`src/rtl/memory_arbiter.sv`:
```
// Arbitrates an instruction-fetch and a load/store requester onto one shared memory port.
// A single transaction is in flight at a time; conflicts alternate, and data wins the first one after reset.
module memory_arbiter #(
  parameter int unsigned XLEN = 32,
  parameter int unsigned LS_TYPE_WIDTH = 3,
  parameter logic [LS_TYPE_WIDTH-1:0] LS_TYPE_WORD = 3'b010,
  parameter int unsigned READ_LATENCY = 1
) (
  input  logic                     i_Clock,
  input  logic                     i_Reset,
  input  logic                     i_Fetch_Valid,
  input  logic [XLEN-1:0]          i_Fetch_Addr,
  output logic                     o_Fetch_Ready,
  output logic [XLEN-1:0]          o_Fetch_Rdata,
  output logic                     o_Fetch_Rvalid,
  input  logic                     i_Data_Valid,
  input  logic                     i_Data_Write_Enable,
  input  logic [XLEN-1:0]          i_Data_Addr,
  input  logic [XLEN-1:0]          i_Data_Wdata,
  input  logic [LS_TYPE_WIDTH-1:0] i_Data_Load_Store_Type,
  output logic                     o_Data_Ready,
  output logic [XLEN-1:0]          o_Data_Rdata,
  output logic                     o_Data_Rvalid,
  output logic                     o_Mem_Enable,
  output logic                     o_Mem_Write_Enable,
  output logic [XLEN-1:0]          o_Mem_Addr,
  output logic [XLEN-1:0]          o_Mem_Wdata,
  output logic [LS_TYPE_WIDTH-1:0] o_Mem_Load_Store_Type,
  input  logic [XLEN-1:0]          i_Mem_Rdata,
  output logic [1:0]               o_Dbg_State
);

  // Handshake: a request transfers on the rising edge where valid && ready are both high; the requester
  // holds valid and payload stable until then. Ready rises only in IDLE, toward the granted requester.
  typedef enum logic [1:0] {
    ST_IDLE  = 2'd0,
    ST_ISSUE = 2'd1,
    ST_WAIT  = 2'd2
  } state_e;

  localparam int unsigned CNT_W = $clog2(READ_LATENCY + 1);
  localparam logic [CNT_W-1:0] CNT_LAST = CNT_W'(READ_LATENCY - 1);

  state_e                   state_q, state_d;
  logic                     last_data_q, last_data_d;
  logic                     is_data_q, is_data_d;
  logic                     is_write_q, is_write_d;
  logic [CNT_W-1:0]         cnt_q, cnt_d;
  logic [XLEN-1:0]          addr_q, addr_d;
  logic [XLEN-1:0]          wdata_q, wdata_d;
  logic [LS_TYPE_WIDTH-1:0] type_q, type_d;
  logic [XLEN-1:0]          fetch_rdata_q, fetch_rdata_d;
  logic [XLEN-1:0]          data_rdata_q, data_rdata_d;
  logic                     fetch_rvalid_q, fetch_rvalid_d;
  logic                     data_rvalid_q, data_rvalid_d;

  logic grant_data, grant_fetch, fetch_ready, data_ready;

  // On a conflict the requester that was not granted last wins.
  assign grant_data  = i_Data_Valid & (~i_Fetch_Valid | ~last_data_q);
  assign grant_fetch = i_Fetch_Valid & ~grant_data;
  assign fetch_ready = (state_q == ST_IDLE) & ~i_Reset & grant_fetch;
  assign data_ready  = (state_q == ST_IDLE) & ~i_Reset & grant_data;

  always_comb begin
    state_d        = state_q;
    last_data_d    = last_data_q;
    is_data_d      = is_data_q;
    is_write_d     = is_write_q;
    cnt_d          = cnt_q;
    addr_d         = addr_q;
    wdata_d        = wdata_q;
    type_d         = type_q;
    fetch_rdata_d  = fetch_rdata_q;
    data_rdata_d   = data_rdata_q;
    fetch_rvalid_d = 1'b0;
    data_rvalid_d  = 1'b0;
    case (state_q)
      ST_IDLE: begin
        if (data_ready) begin
          state_d     = ST_ISSUE;
          last_data_d = 1'b1;
          is_data_d   = 1'b1;
          is_write_d  = i_Data_Write_Enable;
          addr_d      = i_Data_Addr;
          wdata_d     = i_Data_Wdata;
          type_d      = i_Data_Load_Store_Type;
        end else if (fetch_ready) begin
          state_d     = ST_ISSUE;
          last_data_d = 1'b0;
          is_data_d   = 1'b0;
          is_write_d  = 1'b0;
          addr_d      = i_Fetch_Addr;
          wdata_d     = '0;
          type_d      = LS_TYPE_WORD;
        end
      end
      ST_ISSUE: begin
        cnt_d   = '0;
        state_d = is_write_q ? ST_IDLE : ST_WAIT;
      end
      ST_WAIT: begin
        if (cnt_q == CNT_LAST) begin
          state_d = ST_IDLE;
          if (is_data_q) begin
            data_rdata_d  = i_Mem_Rdata;
            data_rvalid_d = 1'b1;
          end else begin
            fetch_rdata_d  = i_Mem_Rdata;
            fetch_rvalid_d = 1'b1;
          end
        end else begin
          cnt_d = cnt_q + CNT_W'(1);
        end
      end
      default: state_d = ST_IDLE;
    endcase
  end

  always_ff @(posedge i_Clock or posedge i_Reset) begin
    if (i_Reset) begin
      state_q        <= ST_IDLE;
      last_data_q    <= 1'b0;
      is_data_q      <= 1'b0;
      is_write_q     <= 1'b0;
      cnt_q          <= '0;
      addr_q         <= '0;
      wdata_q        <= '0;
      type_q         <= '0;
      fetch_rdata_q  <= '0;
      data_rdata_q   <= '0;
      fetch_rvalid_q <= 1'b0;
      data_rvalid_q  <= 1'b0;
    end else begin
      state_q        <= state_d;
      last_data_q    <= last_data_d;
      is_data_q      <= is_data_d;
      is_write_q     <= is_write_d;
      cnt_q          <= cnt_d;
      addr_q         <= addr_d;
      wdata_q        <= wdata_d;
      type_q         <= type_d;
      fetch_rdata_q  <= fetch_rdata_d;
      data_rdata_q   <= data_rdata_d;
      fetch_rvalid_q <= fetch_rvalid_d;
      data_rvalid_q  <= data_rvalid_d;
    end
  end

  assign o_Fetch_Ready         = fetch_ready;
  assign o_Data_Ready          = data_ready;
  assign o_Fetch_Rdata         = fetch_rdata_q;
  assign o_Fetch_Rvalid        = fetch_rvalid_q;
  assign o_Data_Rdata          = data_rdata_q;
  assign o_Data_Rvalid         = data_rvalid_q;
  assign o_Mem_Enable          = (state_q == ST_ISSUE);
  assign o_Mem_Write_Enable    = (state_q == ST_ISSUE) & is_write_q;
  assign o_Mem_Addr            = addr_q;
  assign o_Mem_Wdata           = wdata_q;
  assign o_Mem_Load_Store_Type = type_q;
  assign o_Dbg_State           = state_q;

endmodule

```
`config.mk`:
```
export PLATFORM = sky130hd
export DESIGN_NAME = memory_arbiter
export DESIGN_NICKNAME = d
export VERILOG_FILES = /design/src/rtl/memory_arbiter.sv
export SDC_FILE = /design/constraint.sdc
export NUM_CORES = 1
export LEC_CHECK = 0
export CAP_MARGIN = 5
export CORE_ASPECT_RATIO = 0.5
export CORE_MARGIN = 2
export CORE_UTILIZATION = 45
export CTS_BUF_LIST = sky130_fd_sc_hd__clkbuf_4 sky130_fd_sc_hd__clkbuf_8
export CTS_CLUSTER_SIZE = 10
export DETAILED_ROUTE_END_ITERATION = 7
export PLACE_DENSITY = 0.89
export RECOVER_POWER = 50
export SETUP_SLACK_MARGIN = 0.15
export SLEW_MARGIN = 25
export SYNTH_ARGS = -nofsm -noshare
export SYNTH_HDL_FRONTEND = slang
export SYNTH_SLANG_ARGS = --single-unit
```
`constraint.sdc`:
```
create_clock -name i_Clock -period 11.9 [get_ports i_Clock]
set_input_delay 1.785 -clock i_Clock [delete_from_list [all_inputs] [get_ports i_Clock]]
set_output_delay 1.785 -clock i_Clock [all_outputs]
set_load 0.02 [all_outputs]
```
==> results.ini, run 1 <==
[setup_path]
endpoint_kind=flop
cp.arrival_ps=6810
rr_worst_depth=5
crit_path_start=i_Reset
rr_endpoint=o_Mem_Addr[18]
r2r_slack_ps=6780
worstPathMaxFanout=67
r2r_start=o_Dbg_State[0]
startpoint_type=input pin
required_ps=12170
crit_type=in -> reg

[floorplan]
fp.dieW_um=160
fp.dieH_um=82.0
rows=28
io_pins=275
initial_utilization_pct=46.2
core-area_sq_um=11800
die_area_sq_um=13100

[synthesis]
synth_area_sq_um=5470
ys_seq_area_share_pct=62.6
synth_top_area_cell=dfrtp_1
synth_area_leaders=dfrtp_1, mux2_1, a22o_1
synthArstFlopShare_pct=100
syn-num-nets=558
yosysWarningCount=0
synth_cells=422
yosys.cell_count.top_type=dfrtp_1
synth_ff_type=dfrtp_1
ys_types=28
yosys-top-cells-count=dfrtp_1, mux2_1, a22o_1, a21oi_1, a31oi_1
avgSynthCellArea_sq_um=13.0
netlist.area_leader.share_pct=62.6
yosys_register_bits=137
synth_edf_count=0

[sta]
finalCriticalPeriod_ps=6550
fin_skew_ps=9.40
maxSlewViolCount=207
rsz0062_at_grt=no
setup_tns_ps=0
maxSlewHeadroom_pct=-105
tightestPinTransition_ps=3050
fin_crit_sh_pct=55.0
fmax_ghz=0.153
finalSetupViolations=0
hold_violations=0

[hold_path]
min_to=o_Dbg_State[1]
worstHoldPathCells=1
hold_start=is_write_q
hp-class=reg -> reg

[global_route]
antenna_found_initial=0
grt_pass1_wl_um=25300
gr-total-overflow=0
grt_start_max_net_pins=71
grt_pass1_vias=4710
grt_usage_pct=25.1

[layout]
area_growth_pct=59.6
nFillCells=821
antenna_cells=0
drive_gt1_share_pct=7.60
fin_nets=821
final_util_pct=73.8

[clocking]
numCtsBuffers=17
clock_latency_ps=430
cts_max_path_buffers=2
cts_setup_buffers=0
clkSlewWorstSetupHoldPaths_ps=80
clock-sinks=137
cts_tree=done
cts_hold_buffers=0
clockRootBuffer=clkbuf_8
ctsResizeCount=0
htree_levels=4

[routing]
wl_per_cell_um=19.2
drt_wl_total_um=16600
post-route-drc-count=0
dr.pass1.iters=4
ant_nets=0
drt_iter0_markers=303
dr_total_vias=4640
vias_per_cell=5.38

[power]
max-vdd-ir-drop_uv=112
power_density_nw_per_um2=234
p_leak_nw=3.62

[place]
gp_congestion=0.866
port_buffers=274
dp_hpwl_um=11500

[run_status]
status=complete, but fails checks
violations=max-capacitance violations, max-slew violations

[run]
maxCapViolations=4

## metal layers
metal / vias up / share of wire [%] / GRT usage, %
li1: 2100 / - / -
met1: 2318 / 38 / 28.9
met2: 170 / 54 / 45.5
met3: 52 / 4.3 / 5.00
met4: 0 / 3.8 / 14.0
met5: - / 0 / 0
## through the flow
stage | hold slack, ps | power, mW | cells | instance area, sq um | setup WS [ps]
finish | 468 | 2.04 | 862 | 8740 | 5350
CTS | 471 | 2.10 | 862 | 8760 | 5980
global route | 492 | 2.14 | 862 | 8740 | 5050
detailed placement | 452 | 1.66 | 831 | 8310 | 5990
floorplan | 417 | 1.17 | 422 | 5470 | 6450
global placement | 443 | 1.63 | 831 | 8310 | 6020
## registers in the layout (all words and copies together) (netlist names)
register	count
is_data_q	1
is_write_q	1
o_Data_Rdata	32
o_Data_Rvalid	1
o_Dbg_State	2
o_Fetch_Rdata	32
o_Fetch_Rvalid	1
o_Mem_Addr	32
o_Mem_Load_Store_Type	3
o_Mem_Wdata	32
## layout by cell type, fill, tap and decap left out, types with 2 or more instances in the layout
cell / synthesis / layout
clkdlybuf4s50_1: 0 / 204
dfrtp_1: 137 / 137
dlygate4sd3_1: 0 / 70
mux2_1: 53 / 53
a22o_1: 35 / 35
a21oi_1: 33 / 33
a31oi_1: 33 / 33
o21ai_1: 32 / 32
nand3_1: 32 / 32
clkbuf_8: 0 / 18
mux2_2: 11 / 11
bufinv_16: 0 / 5
buf_4: 2 / 4
clkinv_2: 0 / 3
clkbuf_1: 17 / 3
inv_1: 3 / 2
nor2b_1: 2 / 2
clkinvlp_4: 0 / 2
## cell type report
cell class              instances  area (sq um)  area share, %
flip-flops and latches        137          3430           39.2
repair buffers                281          2780           31.9
multi-input cells             244          1850           21.2
clock buffers                  19           255           2.92
well taps                     165           206           2.36
clock inverters                12           198           2.26
inverters                       4          16.3          0.186
## worst max-delay path, stage by stage
cell           delay [ps]
dlygate4sd3_1         610
nor3_4                120
clkbuf_1             2040
nand2_2              1180
inv_2                 850
a31oi_1               190
## worst max path at each step
| stage | end | slack (ps) | cells past startpoint |
|---|---|---|---|
| floorplan | is_data_q | 6450 | 1 |
| global placement | o_Data_Ready | 6020 | 5 |
| detailed placement | o_Data_Ready | 5990 | 5 |
| CTS | o_Data_Ready | 5980 | 5 |
| global route | o_Mem_Addr[8] | 5050 | 6 |
| finish | o_Mem_Addr[18] | 5350 | 6 |
## power by group
group | switching, mW | internal [mW]
clock network | 0.177 | 0.256
registers | 0.0953 | 0.643
logic | 0.451 | 0.419
## cell families (layout without fill, tap and decap cells)
kind of cell	after synthesis	after routing	share of synthesized area [%]
AO/OA/AOI/OAI	137	137	15.9
buffers and inverters	41	316	3.70
flip-flops	137	137	62.6
multiplexers	64	64	13.2
AND/OR/NAND/NOR	43	43	4.59
Power figures use the tool's default switching activity.
==> run 2, diff against run 1 <==
--- a/config.mk
+++ b/config.mk
@@ -8,11 +8,11 @@
 export CAP_MARGIN = 5
 export CORE_ASPECT_RATIO = 0.5
 export CORE_MARGIN = 2
-export CORE_UTILIZATION = 45
+export CORE_UTILIZATION = 37
 export CTS_BUF_LIST = sky130_fd_sc_hd__clkbuf_4 sky130_fd_sc_hd__clkbuf_8
 export CTS_CLUSTER_SIZE = 10
 export DETAILED_ROUTE_END_ITERATION = 7
-export PLACE_DENSITY = 0.89
+export PLACE_DENSITY = 0.78
 export RECOVER_POWER = 50
 export SETUP_SLACK_MARGIN = 0.15
 export SLEW_MARGIN = 25
==> constraint.sdc (replaced) <==
create_clock -name i_Clock -period 5.95 [get_ports i_Clock]
set_input_delay 0.8925 -clock i_Clock [delete_from_list [all_inputs] [get_ports i_Clock]]
set_output_delay 0.8925 -clock i_Clock [all_outputs]
set_load 0.02 [all_outputs]
==> results.ini, run 2 (synthesis results as in run 1) <==
[routing]
dr.pass1.iters=5  ; was 4
dr_total_vias=4655  ; was 4640
drt_iter0_markers=253  ; was 303
ant_nets=0  ; unchanged
drt_wl_total_um=16500  ; was 16600 um
post-route-drc-count=0  ; unchanged
wl_per_cell_um=18.4  ; was 19.2 um
vias_per_cell=5.20  ; was 5.38

[floorplan]
rows=31  ; was 28
die_area_sq_um=15800  ; was 13100 sq um
initial_utilization_pct=37.8  ; was 46.2%
core-area_sq_um=14500  ; was 11800 sq um
fp.dieH_um=90.0  ; was 82.0 um
fp.dieW_um=176  ; was 160 um
io_pins=275  ; unchanged

[global_route]
gr-total-overflow=0  ; unchanged
grt_pass1_wl_um=26000  ; was 25300 um
grt_start_max_net_pins=91  ; was 71
grt_usage_pct=21.0  ; was 25.1%
antenna_found_initial=0  ; unchanged
grt_pass1_vias=4741  ; was 4710

[layout]
antenna_cells=0  ; unchanged
final_cell_mix=clkdlybuf4s50_1, dfrtp_1, mux2_1, dlygate4sd3_1, a22o_1  ; was clkdlybuf4s50_1, dfrtp_1, dlygate4sd3_1, mux2_1, a22o_1
layout_commonest_cell=clkdlybuf4s50_1  ; unchanged
final_area_sq_um=8700  ; was 8740 sq um
drive_gt1_share_pct=7.60  ; unchanged
fin_nets=821  ; unchanged
area_growth_pct=58.9  ; was 59.6%
final_util_pct=60.1  ; was 73.8%

[setup_path]
r2r_start=o_Dbg_State[1]  ; was o_Dbg_State[0]
slowest_stage=inv_1  ; was clkbuf_1
worstPathMaxFanout=90  ; was 67
cp_slowest_stage_delay_ps=2320  ; was 2040 ps
crit_path_start=i_Reset  ; unchanged
endpoint_kind=asynchronous set/reset pin  ; was flop
cp.arrival_ps=4740  ; was 6810 ps
critical_path.cell_chain=dlygate4sd3_1 -> inv_1 -> buf_4  ; was dlygate4sd3_1 -> nor3_4 -> clkbuf_1 -> nand2_2 -> inv_2 -> a31oi_1
required_ps=6460  ; was 12170 ps
startpoint_type=input pin  ; unchanged
crit_type=in -> async  ; was in -> reg

[clocking]
htree_levels=4  ; unchanged
clkSlewWorstSetupHoldPaths_ps=80  ; about the same
cts_setup_buffers=0  ; unchanged
ctsResizeCount=0  ; unchanged
numCtsBuffers=17  ; unchanged
clock_latency_ps=430  ; about the same
cts_hold_buffers=0  ; unchanged
cts_max_path_buffers=2  ; unchanged
clockRootBuffer=clkbuf_8  ; unchanged
cts_tree=done  ; unchanged
clock-sinks=137  ; unchanged

[sta]
tightestPinTransition_ps=3300  ; was 3050 ps
setup_tns_ps=0  ; unchanged
maxSlewHeadroom_pct=-120  ; was -105%
finalSetupViolations=0  ; unchanged
whs_ps=453  ; was 468 ps
maxSlewViolCount=159  ; was 207
hold_violations=0  ; unchanged
fmax_ghz=0.236
fin_skew_ps=9.30  ; was 9.40 ps
fin_crit_sh_pct=71.2
finalCriticalPeriod_ps=4240
rsz0062_at_grt=no  ; unchanged
worst_slack_ps=1710  ; was 5350 ps

[power]
max-vdd-ir-drop_uv=164  ; was 112 uV
power_density_nw_per_um2=452  ; was 234 nW/um^2
p_leak_nw=3.58  ; was 3.62 nW

[place]
gp_congestion=0.836  ; was 0.866
port_buffers=274  ; unchanged
place_ws_ps=1810  ; was 5990 ps
dp_hpwl_um=11700  ; was 11500 um
dpl-instance-area_sq_um=8350  ; was 8310 sq um

[run]
maxCapViolations=3  ; was 4

[hold_path]
hold_start=is_write_q  ; unchanged
hp-class=reg -> reg  ; unchanged

[run_status]
violations=max-capacitance violations, max-slew violations  ; unchanged
status=complete, but fails checks  ; unchanged

run 2: changes by cell type in the layout (fill, tap and decap cells not counted), moves of 3 or more:
cell	delta
clkdlybuf4s50_1	+20
dlygate4sd3_1	-20
bufinv_16	-4
clkinvlp_4	+3
run 2: stage by stage:
stage	total power, mW	std cells
after floorplan	2.34	422
after global placement	3.27	864
after detailed placement	3.31	864
after CTS	4.03	895
after global routing	4.13	895
final	3.93	895
run 2: where the power goes:
group	switching [mW]	internal (mW)	total, mW
Clock	0.354	0.353	0.707
Sequential	0.188	1.29	1.47
Combinational	0.897	0.856	1.75
Total	1.44	2.49	3.93
run 2: final timing paths:
check	endpoint	slack (ps)	cells after the start
hold reg to reg	o_Dbg_State[1]	450	1
setup reg to reg	o_Mem_Addr[13]	3110	5
hold / removal	o_Dbg_State[1]	450	1
max in group i_Clock	o_Data_Ready	1770	5
min in group asynchronous	is_data_q	2210	2
setup / recovery	o_Mem_Addr[6]	1710	3
run 2: cell type report:
type | count | area, sq um
Fill cell | 1141 | 5770
Sequential cell | 137 | 3430
Timing Repair Buffer | 281 | 2790
Multi-Input combinational cell | 244 | 1850
Clock buffer | 20 | 269
Tap cell | 198 | 248
Clock inverter | 11 | 100
Inverter | 4 | 15.0
run 2: critical path, delay by kind of cell:
| family | cells | cell delay [ps] |
|---|---|---|
| buf+inv | 3 | 3740 |
run 2: per-layer routing:
layer | vias up | GRT usage (%) | wire length, um
li1 | 2100 | - | -
met1 | 2355 | 25.1 | 6440
met2 | 155 | 37.2 | 8790
met3 | 45 | 3.13 | 630
met4 | 0 | 10.6 | 625
met5 | - | 0 | 0
